[config.mk]
export PLATFORM = sky130hd
export DESIGN_NAME = mem_arbiter
export DESIGN_NICKNAME = d
export VERILOG_FILES = /design/src/rtl/hack_mem_pkg.sv /design/src/rtl/rr_arb2.sv /design/src/rtl/mem_arbiter.sv
export SDC_FILE = /design/constraint.sdc
export NUM_CORES = 1
export LEC_CHECK = 0
export BUFFER_PORTS_ARGS = -buffer_cell sky130_fd_sc_hd__buf_4
export CAP_MARGIN = 40
export CORE_MARGIN = 2
export CORE_UTILIZATION = 31
export DETAILED_ROUTE_END_ITERATION = 7
export SETUP_SLACK_MARGIN = 0.15
export SLEW_MARGIN = 10
export SYNTH_ARGS = -nofsm -noshare
export SYNTH_HDL_FRONTEND = slang
export SYNTH_SLANG_ARGS = --single-unit
[constraint.sdc]
create_clock -name clk -period 1.9 [get_ports clk]
set_input_delay 0.095 -clock clk [delete_from_list [all_inputs] [get_ports clk]]
set_output_delay 0.095 -clock clk [all_outputs]
set_load 0.1 [all_outputs]
[src/rtl/hack_mem_pkg.sv]
// Shared constants and FSM encoding for the Hack memory-map arbiter.
package hack_mem_pkg;
  localparam int          ADDR_W      = 15;
  localparam int          DATA_W      = 16;
  localparam logic [14:0] SCREEN_BASE = 15'h4000;
  localparam logic [14:0] KBD_ADDR    = 15'h6000;

  typedef enum logic [1:0] {
    IDLE   = 2'd0,
    ACCESS = 2'd1,
    RESP   = 2'd2
  } state_e;
endpackage

[src/rtl/rr_arb2.sv]
// Two-way round-robin pick; the priority pointer moves past the last winner on advance.
module rr_arb2 (
  input  logic       clk,
  input  logic       reset_n,
  input  logic [1:0] req,
  input  logic       last_grant,
  input  logic       advance,
  output logic       grant
);
  logic prio_q, prio_d;

  always_comb begin
    prio_d = prio_q;
    if (advance) prio_d = ~last_grant;
  end

  always_ff @(posedge clk) begin
    if (!reset_n) prio_q <= 1'b0;
    else          prio_q <= prio_d;
  end

  // Priority only matters on a tie; a lone requester always wins.
  always_comb begin
    grant = prio_q;
    if (req == 2'b01)      grant = 1'b0;
    else if (req == 2'b10) grant = 1'b1;
  end
endmodule

[src/rtl/mem_arbiter.sv]
// Shares one Hack Memory port between two requesters, one access per IDLE/ACCESS/RESP round.
module mem_arbiter #(
  parameter int                ADDR_W   = hack_mem_pkg::ADDR_W,
  parameter int                DATA_W   = hack_mem_pkg::DATA_W,
  parameter logic [ADDR_W-1:0] KBD_ADDR = ADDR_W'(hack_mem_pkg::KBD_ADDR)
) (
  input  logic              clk,
  input  logic              reset_n,
  input  logic              r0_req,
  input  logic              r0_we,
  input  logic [ADDR_W-1:0] r0_addr,
  input  logic [DATA_W-1:0] r0_wdata,
  output logic              r0_ack,
  output logic [DATA_W-1:0] r0_rdata,
  output logic              r0_err,
  input  logic              r1_req,
  input  logic              r1_we,
  input  logic [ADDR_W-1:0] r1_addr,
  input  logic [DATA_W-1:0] r1_wdata,
  output logic              r1_ack,
  output logic [DATA_W-1:0] r1_rdata,
  output logic              r1_err,
  output logic [ADDR_W-1:0] mem_address,
  output logic [DATA_W-1:0] mem_in,
  output logic              mem_load,
  input  logic [DATA_W-1:0] mem_out
);
  import hack_mem_pkg::state_e;
  import hack_mem_pkg::IDLE;
  import hack_mem_pkg::ACCESS;
  import hack_mem_pkg::RESP;

  state_e            state_q, state_d;
  logic [ADDR_W-1:0] addr_q, addr_d;
  logic [DATA_W-1:0] wdata_q, wdata_d;
  logic [DATA_W-1:0] rdata_q, rdata_d;
  logic              we_q, we_d;
  logic              grant_q, grant_d;
  logic              err_q, err_d;
  logic              arb_grant;

  rr_arb2 u_rr (
    .clk        (clk),
    .reset_n    (reset_n),
    .req        ({r1_req, r0_req}),
    .last_grant (grant_q),
    .advance    (state_q == RESP),
    .grant      (arb_grant)
  );

  always_comb begin
    state_d = state_q;
    addr_d  = addr_q;
    wdata_d = wdata_q;
    we_d    = we_q;
    grant_d = grant_q;
    rdata_d = rdata_q;
    err_d   = err_q;
    case (state_q)
      IDLE: begin
        if (r0_req || r1_req) begin
          grant_d = arb_grant;
          addr_d  = arb_grant ? r1_addr  : r0_addr;
          wdata_d = arb_grant ? r1_wdata : r0_wdata;
          we_d    = arb_grant ? r1_we    : r0_we;
          state_d = ACCESS;
        end
      end
      ACCESS: begin
        // Keyboard is readable but not writable; everything above it is unmapped.
        err_d   = we_q ? (addr_q >= KBD_ADDR) : (addr_q > KBD_ADDR);
        rdata_d = (!we_q && addr_q <= KBD_ADDR) ? mem_out : '0;
        state_d = RESP;
      end
      RESP:    state_d = IDLE;
      default: state_d = IDLE;
    endcase
  end

  always_ff @(posedge clk) begin
    if (!reset_n) begin
      state_q <= IDLE;
      addr_q  <= '0;
      wdata_q <= '0;
      we_q    <= 1'b0;
      grant_q <= 1'b0;
      rdata_q <= '0;
      err_q   <= 1'b0;
    end else begin
      state_q <= state_d;
      addr_q  <= addr_d;
      wdata_q <= wdata_d;
      we_q    <= we_d;
      grant_q <= grant_d;
      rdata_q <= rdata_d;
      err_q   <= err_d;
    end
  end

  assign mem_address = addr_q;
  assign mem_in      = wdata_q;
  assign mem_load    = (state_q == ACCESS) && we_q && (addr_q < KBD_ADDR);

  assign r0_ack   = (state_q == RESP) && !grant_q;
  assign r1_ack   = (state_q == RESP) &&  grant_q;
  assign r0_rdata = r0_ack ? rdata_q : '0;
  assign r1_rdata = r1_ack ? rdata_q : '0;
  assign r0_err   = r0_ack && err_q;
  assign r1_err   = r1_ack && err_q;
endmodule

==> impl_metrics.csv, run 1 <==
group,metric,value,unit
status,status,"completed",
clock_tree,ctsHoldBuffers,0,
worst_setup_path,arrival,1.56,ns
final_layout,antenna_cells,0,
global_route,grt-ovfl-total,0,
global_route,grt_max_degree,37,
final_layout,final_core_util,45.1,%
yosys,ys_warn_count,0,
yosys,postSynthAreaPerCell,8.89,sq um
timing,worst_pin_slew,0.677,ns
floorplan,start_util,31.4,%
timing,slew_headroom,54.9,%
route,dr_total_vias,3530,
power,p_switching,1.50,mW
power,p_comb_share,40.6,%
timing,slew_violations,0,
clock_tree,cts_setup_buffers,0,
final_layout,nNetsFinal,566,
worst_setup_path,path_class,"reg2out",
clock_tree,cts_tree,"yes",
placement,io_buffers,151,
yosys,ys_ff_latch,53,
route,wirelength,11400,microns
clock_tree,cts_made_buffers,5,
clock_tree,insertion_delay,0.31,ns
floorplan,die_area,11200,sq um
route,drc,0,
floorplan,core,10200,sq um
yosys,synthTopCellsByArea,"dfxtp_1 (33%), a2111oi_2 (12%), a2111oi_0 (9.3%)",
floorplan,rows,37,
timing,fin_crit_sh,87.1,%
route,first_iter_violations,182,
final_layout,instances_no_fill,619,
global_route,grt_usage,19.6,%
clock_tree,ctsHtreeMaxLevel,2,
route,wire_per_inst,18.4,microns
hold_path,min_path_cells,3,
clock_tree,clockRootBuffer,"clkbuf_8",
route,drt-pass1-iter-count,4,
final_layout,nFillCells,1005,
floorplan,die_width,106,microns
global_route,grt_pass1_wl,18000,microns
route,antenna_left,0,
power,p_int,1.95,mW
worst_setup_path,reg2regPathDepth,4,
floorplan,pin_count,152,
final_layout,multi_input_area,1910,sq um
placement,gp_congestion,0.807,
timing,rsz0062_at_grt,"false",
yosys,syn_area,3200,sq um
timing,setup_tns,0,ns
power,p_sw_share,43.5,%
worst_setup_path,worstSetupStartpointType,"register",
clock_tree,cts.sinks,53,
floorplan,die_h,106,microns
worst_setup_path,worstSetupEndpointType,"primary output",
power,seqPwrFrac,38.6,%
global_route,grt_antenna_before_repair,0,
worst_setup_path,critPathMaxFanout,18,
yosys,yosys.area.top_type,"dfxtp_1",
power,power_frac_clock,20.8,%
yosys,ys_seq_area_share,33.1,%
worst_setup_path,rrSetupSlack,0.32,ns
power,total_leakage_power,1.75,nW
timing,fmax,604,MHz
power,peakVddDrop,342,uV
final_layout,drive_gt1_share,47.4,%
route,via_per_inst,5.70,
yosys,synthCells,360,
timing,setup_viol_count_final,0,
clock_tree,clockBufferDepth,2,
yosys,yosysUniqueCellTypes,33,
clock_tree,clkTransAtPathRegs,0.11,ns
power,p_per_area,750,nW/um^2
yosys,netlist.area_leader.share,33.1,%
yosys,synth_nets,444,
timing,fin_worst_skew,0.0145,ns
final_layout,synthToLayoutAreaGrowth,43.5,%
job,drv_cap,0,
worst_setup_path,critPathRequiredTime,1.80,ns
placement,dp_hpwl,7700,microns
hold_path,hold_class,"in2reg",
timing,hold_violations,0,
timing,min_period,1.66,ns
final_layout,register_area,1070,sq um
global_route,grt_pass1_vias,3496,
placement,place_inst,611,
## cells by family (layout without fill, tap and decap cells)
logic type / after synthesis / after routing / share of synthesized area, %
buffers and inverters: 56 / 179 / 8.64
AND/OR/NAND/NOR: 101 / 101 / 18.5
multiplexers: 1 / 1 / 0.352
AO/OA/AOI/OAI: 149 / 149 / 39.4
flip-flops: 53 / 53 / 33.1
## final timing paths
check	from	to
worst max-delay path	state_q[0]	r1_rdata[8]
worst min-delay path	mem_out[12]	rdata_q[12]
worst max register to register	state_q[1]	mem_in[1]
worst min register to register	rdata_q[3]	rdata_q[3]
## through the flow
step | instance area (sq um) | setup slack (ns) | hold slack [ns] | power [mW]
finish | 4590 | 0.245 | 0.0301 | 3.45
global route | 4590 | 0.145 | 0.0287 | 3.60
CTS | 4520 | 0.105 | 0.0205 | 3.46
detailed placement | 4410 | 0.123 | 0.354 | 2.75
global placement | 4410 | 0.247 | 0.342 | 2.73
floorplan | 3240 | 0.0804 | 0.228 | 2.35
## cell usage in the layout, fill, tap and decap left out, types with 2 or more instances in the layout
| cell type | n |
|---|---|
| nor3_1 | 3 |
| inv_1 | 3 |
| a2111oi_2 | 26 |
| buf_4 | 146 |
| a21boi_0 | 16 |
| buf_6 | 19 |
| clkbuf_8 | 7 |
| nand2_1 | 16 |
| a32oi_1 | 16 |
| and3_1 | 2 |
| a2111oi_1 | 5 |
| a2111oi_0 | 33 |
| dfxtp_1 | 49 |
| o21ai_1 | 9 |
| o21ai_0 | 8 |
| and2_1 | 18 |
| and2_2 | 16 |
| dfxtp_2 | 4 |
| a21oi_1 | 34 |
| nor2_1 | 3 |
| nor4_1 | 34 |
## cell type report
cell class,count,share of cell area [%]
multi-input cells,251,41.5
repair buffers,166,29.0
flip-flops and latches,53,23.2
well taps,136,3.70
clock buffers,7,2.10
inverters,5,0.409
clock inverters,1,0.109
## what timing repair did
action                                  4_1_cts  5_1_grt
resized for setup                             2       22
endpoints found under the setup margin       14       37
gates cloned                                  0        0
## critical path, stage by stage, from the launching register on
cell and delay, ns:
dfxtp_2 0.41, inv_1 0.07, and3_1 0.19, buf_4 0.18
and2_2 0.21, buf_6 0.18
## Yosys cell counts, drive strengths merged
cell,number
a21oi,34
nand4,1
dfxtp,53
nor4,34
a2111oi,64
o21ai,17
nor2,4
o211ai,1
and2,35
a32o,1
and4bb,1
clkinv,1
nand2b,1
a21boi,16
inv,4
a32oi,16
buf,25
nor3,3
mux2,1
clkbuf,26
nand2,16
or2,2
and3,2
nor3b,2
## layer usage
| metal | vias to the layer above | part of all wire, % | wire length [microns] | track usage (%) |
|---|---|---|---|---|
| met4 | 0 | 0.40 | 45 | 3.29 |
| met5 | - | 0 | 0 | 0 |
| met1 | 1706 | 43 | 4860 | 24.9 |
| li1 | 1680 | - | - | - |
| met3 | 4 | 8.4 | 952 | 5.57 |
| met2 | 140 | 48 | 5510 | 33.6 |
## power by group through the flow
stage	clock network [mW]	registers [mW]	logic (mW)
after floorplan	0	1.86	0.493
after global placement	0	1.35	1.38
after detailed placement	0	1.35	1.40
after CTS	0.733	1.33	1.40
after global routing	0.779	1.35	1.47
final	0.715	1.33	1.40
## registers in the layout, summed over array words and instances, names as in the netlist
| register | flops |
|---|---|
| u_rr.prio_q | 1 |
| grant_q | 1 |
| mem_address | 15 |
| we_q | 1 |
| mem_in | 16 |
| err_q | 1 |
| rdata_q | 16 |
| state_q | 2 |
Power figures use the tool's default switching activity.
==> run 2, diff against run 1 <==
GPL_TIMING_DRIVEN = 0   (was default)
==> impl_metrics.csv, run 2 (synthesis results as in run 1) <==
group,metric,value,unit
timing,setup_viol_count_final,0,
worst_setup_path,reg2regPathDepth,4,
power,peakVddDrop,416,uV
placement,io_buffers,149,
route,drt-pass1-iter-count,4,
timing,hold_violations,0,
worst_setup_path,worstSetupStartpointType,"register",
worst_setup_path,cp_top_family,"buffers and inverters",
timing,rsz0062_at_grt,"true",
final_layout,final_common_cell,"buf_4",
final_layout,nNetsFinal,604,
timing,fin_crit_sh,89.2,%
floorplan,pin_count,152,
clock_tree,ctsHoldBuffers,0,
final_layout,final_core_util,48.4,%
final_layout,multi_input_area,1910,sq um
timing,setup_slack,0.205,ns
global_route,grt_antenna_before_repair,0,
worst_setup_path,arrival,1.60,ns
timing,fin_worst_skew,0.0100,ns
clock_tree,ctsHtreeMaxLevel,2,
final_layout,synthToLayoutAreaGrowth,53.8,%
floorplan,rows,37,
timing,slew_headroom,65.0,%
placement,gp_congestion,0.814,
job,drv_cap,0,
placement,dp_worst_setup_slack,0.117,ns
clock_tree,clockRootBuffer,"clkbuf_8",
power,total_leakage_power,1.90,nW
clock_tree,cts_tree,"yes",
timing,timing.hold.ws,0.0258,ns
timing,slew_violations,0,
hold_path,min_path_cells,3,
floorplan,die_h,106,microns
status,status,"completed",
global_route,grt_pass1_vias,3711,
route,dr_total_vias,3714,
final_layout,antenna_cells,0,
final_layout,register_area,1070,sq um
route,antenna_left,0,
worst_setup_path,critPathMaxFanout,10,
route,first_iter_violations,199,
route,wire_per_inst,18.7,microns
route,wirelength,12300,microns
worst_setup_path,worstSetupEndpointType,"primary output",
timing,worst_pin_slew,0.511,ns
clock_tree,insertion_delay,0.32,ns
worst_setup_path,cp_num_cells,5,
final_layout,instances_no_fill,657,
global_route,grt_max_degree,20,
clock_tree,cts_made_buffers,5,
clock_tree,clockBufferDepth,2,
final_layout,final_cell_mix,"buf_4 (128), dfxtp_1 (49), a21oi_1 (34), nor4_1 (34), a2111oi_0 (33)",
timing,setup_tns,0,ns
power,p_per_area,759,nW/um^2
global_route,grt-ovfl-total,0,
final_layout,nFillCells,1003,
floorplan,start_util,31.4,%
timing,fmax,590,MHz
worst_setup_path,cp_num_buf_inv,3,
global_route,grt_pass1_wl,19200,microns
floorplan,die_width,106,microns
floorplan,die_area,11200,sq um
worst_setup_path,cpPeakStageDelay,0.37,ns
clock_tree,cts.sinks,53,
clock_tree,clkTransAtPathRegs,0.11,ns
global_route,grt_usage,21.0,%
placement,dp_hpwl,8760,microns
placement,place_inst,645,
worst_setup_path,cp_slowest_cell,"dfxtp_4",
floorplan,core,10200,sq um
worst_setup_path,path_class,"reg2out",
worst_setup_path,crit_path_cell_trace,"buf_4 > nor3b_4 > clkbuf_4 > and2_2 > buf_6",
route,drc,0,
route,via_per_inst,5.65,
worst_setup_path,critPathRequiredTime,1.80,ns
timing,min_period,1.70,ns
hold_path,hold_class,"in2reg",
final_layout,drive_gt1_share,47.4,%
-- run 2: changes by cell type in the layout (fill, tap and decap cells not counted), moves of 4 or more --
cell	before	now
clkbuf_1	0	17
buf_2	0	17
buf_4	146	128
buf_8	0	12
buf_12	1	6
buf_6	19	15
clkbuf_2	0	7
-- run 2: through the flow --
stage,area [sq um],power (mW)
6_report,4930,3.74
5_1_grt,4930,3.88
4_1_cts,4760,3.72
3_3_place_gp,4530,2.78
2_1_floorplan,3240,2.35
3_5_place_dp,4530,2.79
-- run 2: where the power goes --
group / total (mW) / switching (mW) / internal (mW)
combinational: 1.48 / 1.05 / 0.429
sequential: 1.31 / 0.0919 / 1.22
clock: 0.943 / 0.418 / 0.525
total: 3.74 / 1.57 / 2.17
-- run 2: cell type report --
type / count / share of cell area [%]
plain buffers: 50 / 5.64
clock buffers: 5 / 1.40
clock inverters: 3 / 1.32
inverters: 5 / 0.381
multi-input cells: 251 / 38.7
flip-flops and latches: 53 / 21.7
well taps: 136 / 3.45
repair buffers: 154 / 27.4
-- run 2: what timing repair did --
item / CTS / global route
pin swaps: 1 / 0
setup buffers: 5 / 0
cloned: 0 / 0
resized for setup: 18 / 49
endpoints found under the setup margin: 48 / 36
-- run 2: path summary, 6_finish.rpt --
| path | start | end | slack [ns] |
|---|---|---|---|
| hold / removal | mem_out[13] | rdata_q[13] | 0.03 |
| setup / recovery | state_q[0] | r0_rdata[6] | 0.20 |
| setup reg to reg | state_q[1] | mem_address[14] | 0.30 |
| hold reg to reg | mem_in[9] | mem_in[9] | 0.52 |
-- run 2: per-layer routing --
metal,global-route usage [%],up-vias,share of wire [%]
li1,-,1746,-
met1,28.0,1793,43
met2,34.7,162,49
met3,4.21,13,7.0
met4,5.26,0,1.0
met5,0,-,0
-- run 2: tightest hold or removal path: stages --
cell,delay (ns)
buf_4,0.11
nand2_1,0.05
o21ai_1,0.05
